File: src/rtl/tb_fifo_pkg.sv
//======================================================================
// Module  : tb_fifo_pkg
// Brief   : Shared types for the aFIFO read-side drain stage.
// Revision: 1.0  initial release
//======================================================================
`default_nettype none

package tb_fifo_pkg;

    localparam int DATA_WIDTH = 8;

    typedef logic [DATA_WIDTH-1:0] data_t;

    typedef enum logic [1:0] {
        EMPTY = 2'd0,
        ONE   = 2'd1,
        TWO   = 2'd2
    } buf_state_e;

endpackage

`default_nettype wire

File: src/rtl/fifo_skid_buf.sv
//======================================================================
// Module  : fifo_skid_buf
// Brief   : Two-entry register FIFO; rd_data is always the head entry.
// Revision: 1.0  initial release
//======================================================================
`default_nettype none

module fifo_skid_buf
    import tb_fifo_pkg::*;
(
    input  logic       rdclk,
    input  logic       rd_rst,
    input  logic       wr_en,
    input  data_t      wr_data,
    input  logic       rd_en,
    input  logic       clr,
    output data_t      rd_data,
    output logic [1:0] count
);

    buf_state_e r_state;
    data_t      r_head;
    data_t      r_tail;

    always_ff @(posedge rdclk) begin
        if (!rd_rst) begin
            r_state <= EMPTY;
            r_head  <= '0;
            r_tail  <= '0;
        end else if (clr) begin
            r_state <= EMPTY;
        end else begin
            case (r_state)
                EMPTY: begin
                    if (wr_en) begin
                        r_head  <= wr_data;
                        r_state <= ONE;
                    end
                end
                ONE: begin
                    case ({wr_en, rd_en})
                        2'b10: begin
                            r_tail  <= wr_data;
                            r_state <= TWO;
                        end
                        2'b01:   r_state <= EMPTY;
                        2'b11:   r_head  <= wr_data;
                        default: r_state <= ONE;
                    endcase
                end
                TWO: begin
                    // Head retires: tail moves up, a same-cycle write refills the tail.
                    if (rd_en) begin
                        r_head <= r_tail;
                        if (wr_en) begin
                            r_tail <= wr_data;
                        end else begin
                            r_state <= ONE;
                        end
                    end
                end
                default: r_state <= EMPTY;
            endcase
        end
    end

    assign rd_data = r_head;
    assign count   = r_state;

endmodule

`default_nettype wire

File: src/rtl/fifo_rd_stream.sv
//======================================================================
// Module  : fifo_rd_stream
// Brief   : aFIFO read drain into a valid/ready stream with word and
//           flush-drop counters.
// Revision: 1.0  initial release
//======================================================================
`default_nettype none

module fifo_rd_stream
    import tb_fifo_pkg::*;
#(
    parameter int CNT_W = 16
) (
    input  logic             rdclk,
    input  logic             rd_rst,
    input  logic             en,
    input  logic             flush,
    input  logic             empty,
    output logic             pop,
    input  data_t            data_out,
    output data_t            m_data,
    output logic             m_valid,
    input  logic             m_ready,
    output logic [CNT_W-1:0] word_cnt,
    output logic [CNT_W-1:0] drop_cnt,
    output logic             busy
);

    logic             r_inflight;
    logic [1:0]       w_stored;
    logic [1:0]       w_cnt;
    logic             w_xfer;
    logic             w_capture;
    logic [CNT_W-1:0] w_drop;

    assign m_valid   = (w_stored != 2'd0);
    assign w_xfer    = m_valid & m_ready;
    assign w_cnt     = w_stored + {1'b0, r_inflight};
    // A pop may only go out if its word is guaranteed a slot when it lands.
    assign pop       = rd_rst & en & ~empty & ~flush & ((w_cnt < 2'd2) | w_xfer);
    assign w_capture = r_inflight & ~flush;
    assign w_drop    = CNT_W'(w_stored - {1'b0, w_xfer}) + CNT_W'(r_inflight);
    assign busy      = m_valid | r_inflight;

    fifo_skid_buf u_skid (
        .rdclk   (rdclk),
        .rd_rst  (rd_rst),
        .wr_en   (w_capture),
        .wr_data (data_out),
        .rd_en   (w_xfer),
        .clr     (flush),
        .rd_data (m_data),
        .count   (w_stored)
    );

    always_ff @(posedge rdclk) begin
        if (!rd_rst) begin
            r_inflight <= 1'b0;
            word_cnt   <= '0;
            drop_cnt   <= '0;
        end else begin
            r_inflight <= pop;
            word_cnt   <= word_cnt + CNT_W'(w_xfer);
            if (flush) begin
                drop_cnt <= drop_cnt + w_drop;
            end
        end
    end

    a_no_pop_empty: assert property (@(posedge rdclk) disable iff (!rd_rst)
        !(pop && empty));
    a_no_overflow: assert property (@(posedge rdclk) disable iff (!rd_rst)
        !(w_capture && (w_stored == 2'd2) && !w_xfer));
    a_credit: assert property (@(posedge rdclk) disable iff (!rd_rst)
        w_cnt <= 2'd2);

endmodule

`default_nettype wire

File: config.mk
export PLATFORM = sky130hd
export DESIGN_NAME = fifo_rd_stream
export DESIGN_NICKNAME = d
export VERILOG_FILES = /design/src/rtl/tb_fifo_pkg.sv /design/src/rtl/fifo_skid_buf.sv /design/src/rtl/fifo_rd_stream.sv
export SDC_FILE = /design/constraint.sdc
export NUM_CORES = 1
export LEC_CHECK = 0
export CORE_MARGIN = 4
export CORE_UTILIZATION = 50
export CTS_CLUSTER_DIAMETER = 80
export DETAILED_ROUTE_END_ITERATION = 6
export PLACE_DENSITY_LB_ADDON = 0.25
export SLEW_MARGIN = 0
export SYNTH_ARGS = -nofsm -noshare
export SYNTH_HDL_FRONTEND = slang
export SYNTH_HIERARCHICAL = 1
export SYNTH_SLANG_ARGS = --single-unit
File: constraint.sdc
create_clock -name rdclk -period 6.9 [get_ports rdclk]
set_input_delay 0.69 -clock rdclk [delete_from_list [all_inputs] [get_ports rdclk]]
set_output_delay 0.69 -clock rdclk [all_outputs]
set_load 0.1 [all_outputs]
==> run_summary.xml, run 1 <==
<?xml version="1.0" encoding="UTF-8"?>
<metrics>
  <group name="die">
    <metric name="die_boundary_height" unit="µm">88.15</metric>
    <metric name="fp.dieArea" unit="mm²">0.007770</metric>
    <metric name="start_util" unit="">0.5299</metric>
    <metric name="die_w" unit="µm">88.15</metric>
    <metric name="design.portCount" unit="">57</metric>
    <metric name="num_rows" unit="">28</metric>
    <metric name="core_area" unit="mm²">0.006061</metric>
  </group>
  <group name="pwr">
    <metric name="power.net_switching" unit="mW">0.1414</metric>
    <metric name="seq_power_share" unit="">0.519</metric>
    <metric name="power.share.clock" unit="">0.396</metric>
    <metric name="p_comb_frac" unit="">0.085</metric>
    <metric name="switching_share" unit="">0.2467</metric>
    <metric name="power.static_leakage" unit="nW">1.591</metric>
    <metric name="ir_worst_vdd" unit="mV">0.1473</metric>
    <metric name="p_per_area" unit="mW/mm²">146.6</metric>
    <metric name="power.internal" unit="mW">0.4318</metric>
  </group>
  <group name="synth">
    <metric name="flip_flop_and_latch_count_after_synthesis" unit="">51</metric>
    <metric name="seq_area_frac_synth" unit="">0.3179</metric>
    <metric name="synth_mux_area_frac" unit="">0.04363</metric>
    <metric name="compound_cell_area_share_of_the_yosys_netlist" unit="">0.1909</metric>
    <metric name="instance_count_of_the_mapped_netlist" unit="">380</metric>
    <metric name="synth-xor-area-share" unit="">0.04908</metric>
    <metric name="dominant_combinational_cell_family_by_area_after_synthesis" unit="">simple AND/OR/NAND/NOR gates</metric>
    <metric name="synthTopCellsByArea" unit="">sky130_fd_sc_hd__dfxtp_1 32%, sky130_fd_sc_hd__ha_1 9.0%, sky130_fd_sc_hd__nand2_1 4.6%</metric>
    <metric name="synth_simple_gate_area_share" unit="">0.2567</metric>
    <metric name="synth.cell_area" unit="mm²">0.003212</metric>
    <metric name="synth.yosys.warnings" unit="">6</metric>
    <metric name="synth_top_area_frac" unit="">0.3179</metric>
    <metric name="synth_cell_types" unit="">61</metric>
    <metric name="synth_area_per_cell" unit="µm²">8.452</metric>
    <metric name="synth_async_sr_flop_share" unit="">0</metric>
    <metric name="synthDominantAreaCellType" unit="">sky130_fd_sc_hd__dfxtp_1</metric>
    <metric name="number_of_synthesized_flops_with_an_enable_pin" unit="">0</metric>
    <metric name="postSynth.topFlopCell" unit="">sky130_fd_sc_hd__dfxtp_1</metric>
    <metric name="synthMostInstantiatedCell" unit="">sky130_fd_sc_hd__dfxtp_1</metric>
    <metric name="post_synth_adder_cell_area" unit="">0.09583</metric>
    <metric name="syn-num-nets" unit="">418</metric>
    <metric name="synth.top_cells.by_count" unit="">51 x sky130_fd_sc_hd__dfxtp_1, 39 x sky130_fd_sc_hd__nand2_1, 27 x sky130_fd_sc_hd__nand3_1, 23 x sky130_fd_sc_hd__ha_1, 17 x sky130_fd_sc_hd__a21oi_1</metric>
  </group>
  <group name="global_routing">
    <metric name="grt_max_degree" unit="">79</metric>
    <metric name="overflow" unit="">0</metric>
    <metric name="grt_pass1_vias" unit="">2624</metric>
    <metric name="grtUsageTotal" unit="">0.1891</metric>
    <metric name="number_of_antenna_violations_at_the_first_check_in_global_routing" unit="">0</metric>
    <metric name="grt_first_pass_wirelength" unit="µm">12050</metric>
  </group>
  <group name="flow_run">
    <metric name="max-cap-violations" unit="">0</metric>
  </group>
  <group name="clocking">
    <metric name="tritoncts" unit="">built</metric>
    <metric name="hold_buffers" unit="">0</metric>
    <metric name="postCtsSetupRepairBufs" unit="">0</metric>
    <metric name="ctsResizeCount" unit="">0</metric>
    <metric name="clock-sinks" unit="">51</metric>
    <metric name="tritoncts.num_buffers" unit="">5</metric>
    <metric name="cts-root-buf" unit="">sky130_fd_sc_hd__clkbuf_8</metric>
    <metric name="clk_transition_reported_paths" unit="ns">0.10</metric>
    <metric name="clock_tree.htree_level_count" unit="">2</metric>
    <metric name="clock_latency" unit="ns">0.30</metric>
    <metric name="clockBufferDepth" unit="">2</metric>
  </group>
  <group name="routing">
    <metric name="drt-pass1-iter-count" unit="">6</metric>
    <metric name="routed_via_density" unit="">5.722</metric>
    <metric name="antenna_left" unit="">0</metric>
    <metric name="totalWireLength" unit="µm">7215</metric>
    <metric name="detailed_router_s_first_iteration_violation_count" unit="">121</metric>
    <metric name="via_count" unit="">2878</metric>
    <metric name="drt-wirelength-per-cell" unit="µm">14.34</metric>
    <metric name="drc" unit="">0</metric>
  </group>
  <group name="placement">
    <metric name="place.port_buffers" unit="">56</metric>
    <metric name="placement.cell_area" unit="mm²">0.003789</metric>
    <metric name="routabilityCongestion" unit="">0.8357</metric>
    <metric name="detailedPlacementHpwl" unit="µm">5150</metric>
    <metric name="dpl_cells" unit="">495</metric>
    <metric name="preCtsSetupSlack" unit="ns">3.021</metric>
  </group>
  <group name="layout">
    <metric name="post_route_cells_drive_above_1_share" unit="">0.07243</metric>
    <metric name="finish.instance_area" unit="mm²">0.003910</metric>
    <metric name="instances_no_fill" unit="">503</metric>
    <metric name="nNetsFinal" unit="">465</metric>
    <metric name="n_antenna_cell" unit="">0</metric>
    <metric name="flow.area_growth_from_synthesis" unit="%">21.74</metric>
  </group>
  <group name="timing">
    <metric name="finalHoldViolCount" unit="">0</metric>
    <metric name="setup_tns" unit="ns">0</metric>
    <metric name="timing.clock.skew" unit="ns">0.009113</metric>
    <metric name="layout_setup_ws" unit="ns">3.302</metric>
    <metric name="fin_crit" unit="ns">3.598</metric>
    <metric name="setup_viol_count_final" unit="">0</metric>
    <metric name="worstMarginPinSlew" unit="ns">0.9955</metric>
    <metric name="unrepaired_setup_endpoints_after_global_routing" unit="">no</metric>
    <metric name="max_slew_headroom" unit="">0.3342</metric>
    <metric name="final_cycle_utilization_of_the_critical_path" unit="">0.5215</metric>
    <metric name="slew_violations" unit="">0</metric>
    <metric name="max_freq" unit="GHz">0.2779</metric>
  </group>
  <group name="critical_path">
    <metric name="critical_path.startpoint_type" unit="">primary input</metric>
    <metric name="setup.worst_path.end_class" unit="">register</metric>
    <metric name="critPathRequiredTime" unit="ns">7.13</metric>
    <metric name="cp.arrival" unit="ns">3.83</metric>
    <metric name="setup.worst_path.class" unit="">in2reg</metric>
    <metric name="timing.critical_path.fanout_max" unit="">18</metric>
  </group>
  <group name="run_status">
    <metric name="status" unit="">finished, final reports clean</metric>
  </group>
  <group name="worst_hold_path">
    <metric name="hold_path.class" unit="">reg2reg</metric>
  </group>
</metrics>
[final cells by class]
cell class / count / area, µm²
sequential: 51 / 1021
inverter: 16 / 60.06
tap: 75 / 93.84
multi-input combinational: 295 / 2043
clock buffer: 6 / 82.58
timing repair buffer: 58 / 570.5
fill: 540 / 2151
clock inverter: 2 / 38.79
[metal layers]
layer,part of all wire,global-route usage,routed length [µm],vias up
li1,-,-,-,1466
met1,0.48,0.2650,3430,1343
met2,0.48,0.3151,3459,67
met3,0.040,0.03104,290,2
met4,0.0049,0.02473,35,0
met5,0,0,0,-
[critical path, stage by stage]
cell,delay (ns)
sky130_fd_sc_hd__clkdlybuf4s50_1,0.44
sky130_fd_sc_hd__nand2_1,0.12
sky130_fd_sc_hd__mux2i_1,0.09
sky130_fd_sc_hd__ha_1,0.21
sky130_fd_sc_hd__and2b_1,0.62
sky130_fd_sc_hd__ha_1,0.41
sky130_fd_sc_hd__a21o_1,0.19
sky130_fd_sc_hd__a21oi_2,0.19
sky130_fd_sc_hd__a211oi_1,0.14
sky130_fd_sc_hd__o311a_1,0.31
sky130_fd_sc_hd__a211oi_2,0.21
sky130_fd_sc_hd__mux2i_1,0.20
[through the flow]
step / hold WS, ns / power, mW / utilization
after global placement: 0.4314 / 0.3522 / 0.6251
after CTS: 0.4521 / 0.5765 / 0.6451
final: 0.4515 / 0.5732 / 0.6451
after floorplan: 0.4243 / 0.3365 / -
after global routing: 0.4782 / 0.5902 / 0.6451
after detailed placement: 0.4378 / 0.3526 / 0.6251
[power groups by stage]
| stage | registers (mW) | logic [mW] | clock network (mW) |
|---|---|---|---|
| floorplan | 0.314 | 0.0227 | 0 |
| global placement | 0.304 | 0.0482 | 0 |
| detailed placement | 0.304 | 0.0485 | 0 |
| CTS | 0.297 | 0.0487 | 0.231 |
| global route | 0.298 | 0.0524 | 0.240 |
| finish | 0.297 | 0.0487 | 0.227 |
[sequential cells by signal (all words and copies together) (netlist names)]
register and flops:
word_cnt 16, u_skid/r_tail 8, drop_cnt 16, u_skid/count 2, r_inflight 1, u_skid/rd_data 8
[path summary, 6_finish.rpt]
check | from | end | slack [ns] | cells past startpoint
worst min register to register | u_skid/r_tail[1] | u_skid/r_tail[1] | 0.45 | 2
worst min-delay path | u_skid/r_tail[1] | u_skid/r_tail[1] | 0.45 | 2
worst max register to register | u_skid/count[0] | drop_cnt[15] | 3.42 | 12
worst max-delay path | m_ready | drop_cnt[15] | 3.30 | 12
[cells in the final DEF (no fill, tap or decap), types with 6 or more instances in the layout]
cell type	netlist	final
sky130_fd_sc_hd__clkdlybuf4s50_1	0	55
sky130_fd_sc_hd__dfxtp_1	51	51
sky130_fd_sc_hd__nand2_1	39	39
sky130_fd_sc_hd__nand3_1	27	27
sky130_fd_sc_hd__ha_1	23	23
sky130_fd_sc_hd__a21oi_1	17	17
sky130_fd_sc_hd__inv_1	15	15
sky130_fd_sc_hd__and2_1	15	15
sky130_fd_sc_hd__nand4_1	13	13
sky130_fd_sc_hd__o21ai_0	13	13
sky130_fd_sc_hd__nor2_1	12	12
sky130_fd_sc_hd__xnor2_1	12	12
sky130_fd_sc_hd__nor3_1	10	10
sky130_fd_sc_hd__o21ai_1	8	8
sky130_fd_sc_hd__mux2_1	8	8
sky130_fd_sc_hd__o21ai_2	8	8
sky130_fd_sc_hd__xor2_1	6	6
sky130_fd_sc_hd__nor2b_1	6	6
sky130_fd_sc_hd__or3_1	6	6
sky130_fd_sc_hd__clkbuf_8	0	6
[kinds of logic after synthesis]
logic type,Yosys count
and+or+nand+nor,153
AOI/OAI and AO/OA,87
DFF,51
buffers and inverters,34
adders and majority gates,24
xor gates and xnor gates,18
muxes,13
No activity file was read; power rests on OpenSTA's default activity.
==> run 2: changes to the inputs <==
clock period = 3.6 ns   (was 6.9 ns; I/O delays follow)
==> run 2 against run 1 <==
Wire length fell by 0.26%. Global-route usage rose by 0.87 points. Cell count rose by 0.60%. Clock power rose by 59%. Register-to-register slack got worse by 3.0 ns. Largest cell class unchanged. Highest routed layer unchanged.
==> run_summary.xml, run 2 (synthesized netlist as in run 1, its figures left out) <==
<?xml version="1.0" encoding="UTF-8"?>
<metrics>
  <group name="timing">
    <metric name="fin_crit" unit="ns">3.212</metric>
    <metric name="fin_hold_ws" unit="ns">0.4335</metric>
    <metric name="max_slew_headroom" unit="">0.3274</metric>
    <metric name="setup_viol_count_final" unit="">0</metric>
    <metric name="final_cycle_utilization_of_the_critical_path" unit="">0.8923</metric>
    <metric name="finalHoldViolCount" unit="">0</metric>
    <metric name="worstMarginPinSlew" unit="ns">1.006</metric>
    <metric name="max_freq" unit="GHz">0.3113</metric>
    <metric name="unrepaired_setup_endpoints_after_global_routing" unit="">no</metric>
    <metric name="slew_violations" unit="">0</metric>
    <metric name="setup_tns" unit="ns">0</metric>
    <metric name="timing.clock.skew" unit="ns">0.01003</metric>
  </group>
  <group name="routing">
    <metric name="drt-wirelength-per-cell" unit="µm">14.22</metric>
    <metric name="antenna_left" unit="">0</metric>
    <metric name="totalWireLength" unit="µm">7196</metric>
    <metric name="drc" unit="">0</metric>
    <metric name="detailed_router_s_first_iteration_violation_count" unit="">175</metric>
    <metric name="via_count" unit="">2858</metric>
    <metric name="drt-pass1-iter-count" unit="">4</metric>
    <metric name="routed_via_density" unit="">5.648</metric>
  </group>
  <group name="clocking">
    <metric name="clock-sinks" unit="">51</metric>
    <metric name="postCtsSetupRepairBufs" unit="">0</metric>
    <metric name="cts-root-buf" unit="">sky130_fd_sc_hd__clkbuf_8</metric>
    <metric name="hold_buffers" unit="">0</metric>
    <metric name="clockBufferDepth" unit="">2</metric>
    <metric name="clock_tree.htree_level_count" unit="">2</metric>
    <metric name="tritoncts" unit="">built</metric>
    <metric name="tritoncts.num_buffers" unit="">5</metric>
    <metric name="clk_transition_reported_paths" unit="ns">0.11</metric>
    <metric name="clock_latency" unit="ns">0.32</metric>
    <metric name="ctsResizeCount" unit="">0</metric>
  </group>
  <group name="flow_run">
    <metric name="max-cap-violations" unit="">0</metric>
  </group>
  <group name="die">
    <metric name="core_area" unit="mm²">0.006061</metric>
    <metric name="start_util" unit="">0.5299</metric>
    <metric name="die_boundary_height" unit="µm">88.15</metric>
    <metric name="fp.dieArea" unit="mm²">0.007770</metric>
    <metric name="num_rows" unit="">28</metric>
    <metric name="die_w" unit="µm">88.15</metric>
    <metric name="design.portCount" unit="">57</metric>
  </group>
  <group name="critical_path">
    <metric name="crit_path_largest_cell_delay" unit="ns">0.49</metric>
    <metric name="cp.arrival" unit="ns">3.42</metric>
    <metric name="reg2reg_setup_slack" unit="ns">0.39</metric>
    <metric name="critical_path.startpoint_type" unit="">register</metric>
    <metric name="rr_endpoint" unit="">drop_cnt[15]</metric>
    <metric name="critPathRequiredTime" unit="ns">3.80</metric>
    <metric name="worstSetupEndpoint" unit="">drop_cnt[15]</metric>
    <metric name="timing.critical_path.fanout_max" unit="">12</metric>
    <metric name="worstRegToRegCells" unit="">13</metric>
    <metric name="setup.worst_path.class" unit="">reg2reg</metric>
    <metric name="worstSetupStartpoint" unit="">u_skid/count[1]</metric>
    <metric name="setup.worst_path.end_class" unit="">register</metric>
    <metric name="cpMaxStageDelayCell" unit="">sky130_fd_sc_hd__and2b_1</metric>
    <metric name="worstReg2RegStart" unit="">u_skid/count[1]</metric>
    <metric name="path_cells" unit="">or2_2 &gt; nand2_1 &gt; mux2i_1 &gt; ha_1 &gt; and2b_1 &gt; buf_4 &gt; ha_1 &gt; inv_1 &gt; nor3_1 &gt; o211a_1 &gt; a2111oi_0 &gt; a211oi_2 &gt; mux2i_1</metric>
  </group>
  <group name="global_routing">
    <metric name="grt_pass1_vias" unit="">2711</metric>
    <metric name="grtUsageTotal" unit="">0.1977</metric>
    <metric name="grt_max_degree" unit="">64</metric>
    <metric name="number_of_antenna_violations_at_the_first_check_in_global_routing" unit="">0</metric>
    <metric name="grt_first_pass_wirelength" unit="µm">12530</metric>
    <metric name="overflow" unit="">0</metric>
  </group>
  <group name="layout">
    <metric name="fillerInstances" unit="">543</metric>
    <metric name="flow.area_growth_from_synthesis" unit="%">21.82</metric>
    <metric name="top_regs" unit="">drop_cnt: 16 flops, word_cnt: 16 flops</metric>
    <metric name="area_of_combinational_cells_with_multiple_inputs" unit="mm²">0.002049</metric>
    <metric name="n_antenna_cell" unit="">0</metric>
    <metric name="mostFrequentLayoutCells" unit="">54 x sky130_fd_sc_hd__clkdlybuf4s50_1, 51 x sky130_fd_sc_hd__dfxtp_1, 39 x sky130_fd_sc_hd__nand2_1</metric>
    <metric name="most_common_cell_after_layout_fill_and_taps_aside" unit="">sky130_fd_sc_hd__clkdlybuf4s50_1</metric>
    <metric name="sequential_cell_area" unit="mm²">0.001021</metric>
    <metric name="nNetsFinal" unit="">468</metric>
    <metric name="post_route_cells_drive_above_1_share" unit="">0.08585</metric>
  </group>
  <group name="placement">
    <metric name="place.port_buffers" unit="">56</metric>
    <metric name="detailedPlacementHpwl" unit="µm">5227</metric>
    <metric name="routabilityCongestion" unit="">0.8528</metric>
  </group>
  <group name="run_status">
    <metric name="status" unit="">finished, final reports clean</metric>
  </group>
  <group name="worst_hold_path">
    <metric name="hold_path.class" unit="">in2reg</metric>
    <metric name="worstHoldPathCells" unit="">2</metric>
  </group>
  <group name="pwr">
    <metric name="p_per_area" unit="mW/mm²">262.3</metric>
    <metric name="power.static_leakage" unit="nW">1.600</metric>
    <metric name="ir_worst_vdd" unit="mV">0.1693</metric>
  </group>
</metrics>
run 2: stage by stage:
stage,utilization,setup WS (ns),std cells,instance area (µm²),power [mW]
after floorplan,-,0.1516,380,3218,0.6454
after global placement,0.6294,0.2615,498,3815,0.6756
after detailed placement,0.6294,0.1222,498,3815,0.6766
after CTS,0.6455,0.3873,506,3913,1.039
after global routing,0.6455,0.1282,506,3913,1.068
final,0.6455,0.3876,506,3913,1.026
run 2: cell type report:
type                            instances  share of cell area
Clock buffer                            5             0.01759
Inverter                               16             0.01535
Sequential cell                        51              0.2610
Timing Repair Buffer                   61              0.1509
Multi-Input combinational cell        295              0.5238
Tap cell                               75             0.02398
Clock inverter                          3            0.007355
run 2: worst min path at each step:
stage,from,end
floorplan,u_skid/r_tail[0],u_skid/r_tail[0]
global placement,u_skid/r_tail[3],u_skid/r_tail[3]
detailed placement,u_skid/r_tail[0],u_skid/r_tail[0]
CTS,rd_rst,drop_cnt[7]
global route,rd_rst,drop_cnt[7]
finish,rd_rst,drop_cnt[7]
run 2: worst max-delay path, delay by kind of cell (launching register included):
family                     cells  cell delay, ns
AOI/OAI and AO/OA              3            0.75
buffers and inverters          2            0.34
and+or+nand+nor                4            1.01
adders and majority gates      2            0.45
muxes                          2            0.22
DFF                            1            0.32
run 2: report_power, final:
part	total (mW)	internal, mW	switching [mW]
clock network	0.362	0.145	0.218
logic	0.0944	0.0317	0.0628
registers	0.569	0.567	0.00239
run 2: layer usage:
layer	track usage	wire (µm)	share of wire	vias to the layer above
li1	-	-	-	1467
met1	0.2628	3339	0.46	1315
met2	0.3404	3520	0.49	74
met3	0.03387	303	0.042	2
met4	0.03709	32	0.0044	0
met5	0	0	0	-
==> run 3: changes to the inputs <==
DONT_BUFFER_PORTS = 1   (was not set)
PLACE_DENSITY = 0.66   (was not set)
PLACE_DENSITY_LB_ADDON = not set   (was 0.25)
==> run 3 against run 2 <==
Cell count decreased by 5.1%. Flip-flop and latch count unchanged. Count of clock-buffer cells in the layout increased by 1. Worst setup slack got worse by 0.042 ns. Fmax decreased by 1.3%. Via count decreased by 3.7%. Core utilization decreased by 4.9 points. Sequential share of layout area increased by 2.1 points. Clock skew decreased by 0.00092 ns. Cell area decreased by 7.5%. Non-clock buffer count decreased by 26.
==> run_summary.xml, run 3 (synthesized netlist as in run 1, its figures left out) <==
<?xml version="1.0" encoding="UTF-8"?>
<metrics>
  <group name="run_status">
    <metric name="status" unit="">finished, final reports clean</metric>
  </group>
  <group name="clocking">
    <metric name="cts-root-buf" unit="">sky130_fd_sc_hd__clkbuf_8</metric>
    <metric name="hold_buffers" unit="">0</metric>
    <metric name="tritoncts.num_buffers" unit="">5</metric>
    <metric name="clock_latency" unit="ns">0.31</metric>
    <metric name="ctsResizeCount" unit="">0</metric>
    <metric name="clock_tree.htree_level_count" unit="">2</metric>
    <metric name="clockBufferDepth" unit="">2</metric>
    <metric name="clock-sinks" unit="">51</metric>
    <metric name="tritoncts" unit="">built</metric>
    <metric name="clk_transition_reported_paths" unit="ns">0.09</metric>
    <metric name="postCtsSetupRepairBufs" unit="">0</metric>
  </group>
  <group name="pwr">
    <metric name="power.static_leakage" unit="nW">1.577</metric>
    <metric name="p_per_area" unit="mW/mm²">292.7</metric>
    <metric name="ir_worst_vdd" unit="mV">0.2216</metric>
  </group>
  <group name="layout">
    <metric name="mostFrequentLayoutCells" unit="">51 x sky130_fd_sc_hd__dfxtp_1, 39 x sky130_fd_sc_hd__nand2_1, 35 x sky130_fd_sc_hd__buf_4</metric>
    <metric name="n_antenna_cell" unit="">0</metric>
    <metric name="flow.area_growth_from_synthesis" unit="%">12.62</metric>
    <metric name="layout.core_utilization" unit="">0.5968</metric>
    <metric name="nNetsFinal" unit="">442</metric>
    <metric name="post_route_cells_drive_above_1_share" unit="">0.1605</metric>
    <metric name="most_common_cell_after_layout_fill_and_taps_aside" unit="">sky130_fd_sc_hd__dfxtp_1</metric>
    <metric name="top_regs" unit="">drop_cnt: 16 flops, word_cnt: 16 flops</metric>
  </group>
  <group name="global_routing">
    <metric name="grt_pass1_vias" unit="">2621</metric>
    <metric name="grtUsageTotal" unit="">0.1875</metric>
    <metric name="number_of_antenna_violations_at_the_first_check_in_global_routing" unit="">0</metric>
    <metric name="grt_first_pass_wirelength" unit="µm">11810</metric>
    <metric name="overflow" unit="">0</metric>
    <metric name="grt_max_degree" unit="">79</metric>
  </group>
  <group name="routing">
    <metric name="drt-wirelength-per-cell" unit="µm">14.59</metric>
    <metric name="antenna_left" unit="">0</metric>
    <metric name="detailed_router_s_first_iteration_violation_count" unit="">127</metric>
    <metric name="drt-pass1-iter-count" unit="">4</metric>
    <metric name="via_count" unit="">2753</metric>
    <metric name="drc" unit="">0</metric>
    <metric name="routed_via_density" unit="">5.735</metric>
    <metric name="totalWireLength" unit="µm">7002</metric>
  </group>
  <group name="timing">
    <metric name="worstMarginPinSlew" unit="ns">1.020</metric>
    <metric name="final_cycle_utilization_of_the_critical_path" unit="">0.9039</metric>
    <metric name="setup_tns" unit="ns">0</metric>
    <metric name="max_freq" unit="GHz">0.3073</metric>
    <metric name="slew_violations" unit="">0</metric>
    <metric name="timing.clock.skew" unit="ns">0.009108</metric>
    <metric name="finalHoldViolCount" unit="">0</metric>
    <metric name="max_slew_headroom" unit="">0.3187</metric>
    <metric name="fin_crit" unit="ns">3.254</metric>
    <metric name="setup_viol_count_final" unit="">0</metric>
    <metric name="fin_hold_ws" unit="ns">0.1229</metric>
    <metric name="unrepaired_setup_endpoints_after_global_routing" unit="">no</metric>
  </group>
  <group name="flow_run">
    <metric name="max-cap-violations" unit="">0</metric>
  </group>
  <group name="die">
    <metric name="design.portCount" unit="">57</metric>
    <metric name="start_util" unit="">0.5299</metric>
    <metric name="fp.dieArea" unit="mm²">0.007770</metric>
    <metric name="die_boundary_height" unit="µm">88.15</metric>
    <metric name="num_rows" unit="">28</metric>
    <metric name="die_w" unit="µm">88.15</metric>
    <metric name="core_area" unit="mm²">0.006061</metric>
  </group>
  <group name="placement">
    <metric name="place.port_buffers" unit="">0</metric>
    <metric name="routabilityCongestion" unit="">0.8796</metric>
    <metric name="detailedPlacementHpwl" unit="µm">5007</metric>
  </group>
  <group name="critical_path">
    <metric name="setup.worst_path.end_class" unit="">register</metric>
    <metric name="setup.worst_path.class" unit="">reg2reg</metric>
    <metric name="cp.arrival" unit="ns">3.46</metric>
    <metric name="critical_path.startpoint_type" unit="">register</metric>
    <metric name="timing.critical_path.fanout_max" unit="">12</metric>
    <metric name="critPathRequiredTime" unit="ns">3.80</metric>
  </group>
  <group name="worst_hold_path">
    <metric name="hold_path.class" unit="">in2reg</metric>
  </group>
</metrics>
[run 3: cell types whose count changed in the layout (fill, tap and decap cells not counted)]
| cell | change |
|---|---|
| sky130_fd_sc_hd__clkinv_4 | -2 |
| sky130_fd_sc_hd__clkbuf_8 | +1 |
| sky130_fd_sc_hd__bufinv_16 | +1 |
| sky130_fd_sc_hd__buf_2 | -1 |
| sky130_fd_sc_hd__nor4_4 | +1 |
| sky130_fd_sc_hd__clkdlybuf4s50_1 | -54 |
| sky130_fd_sc_hd__buf_4 | +29 |
| sky130_fd_sc_hd__inv_6 | +1 |
| sky130_fd_sc_hd__nor4_2 | -1 |
| sky130_fd_sc_hd__inv_8 | -1 |
[run 3: metal layers]
layer / GRT usage / routed length, µm
met1: 0.2402 / 3268
met4: 0.04121 / 59
met3: 0.05268 / 374
met2: 0.3151 / 3300
met5: 0 / 0
[run 3: cell type report]
type	count	area, µm²
Fill cell	538	2444
Sequential cell	51	1021
Timing Repair Buffer	35	262.8
Multi-Input combinational cell	295	2058
Clock inverter	2	38.79
Clock buffer	6	82.58
Tap cell	75	93.84
Inverter	16	60.06
[run 3: power by group]
group	switching (mW)	internal (mW)
clock network	0.202	0.229
registers	0.00903	0.567
logic	0.0355	0.0162
total	0.247	0.812
[run 3: final timing paths]
kind	slack, ns	from	depth (start not counted)	end
setup / recovery	0.35	u_skid/count[1]	12	drop_cnt[13]
hold reg to reg	0.45	u_skid/r_tail[0]	2	u_skid/r_tail[0]
hold / removal	0.12	empty	1	r_inflight
setup reg to reg	0.35	u_skid/count[1]	12	drop_cnt[13]
[run 3: worst max-delay path, cell delays in order (launching register included)]
cell and delay [ns]:
sky130_fd_sc_hd__dfxtp_1 0.32, sky130_fd_sc_hd__or2_2 0.30, sky130_fd_sc_hd__nand2_1 0.12, sky130_fd_sc_hd__mux2i_1 0.09, sky130_fd_sc_hd__ha_1 0.19, sky130_fd_sc_hd__and2b_1 0.52, sky130_fd_sc_hd__ha_1 0.39, sky130_fd_sc_hd__a21o_1 0.20
sky130_fd_sc_hd__a21oi_2 0.19, sky130_fd_sc_hd__a21oi_1 0.12, sky130_fd_sc_hd__nor3_1 0.31, sky130_fd_sc_hd__nor3_1 0.10, sky130_fd_sc_hd__a311o_1 0.31
[run 3: per-stage QoR]
stage | instance area (µm²) | cells | setup slack, ns | power, mW
after floorplan | 3218 | 380 | 0.1516 | 0.6454
after global placement | 3496 | 472 | 0.4590 | 0.6402
after detailed placement | 3496 | 472 | 0.3472 | 0.6409
after CTS | 3617 | 480 | 0.3402 | 1.073
after global routing | 3617 | 480 | 0.1129 | 1.099
final | 3617 | 480 | 0.3459 | 1.059
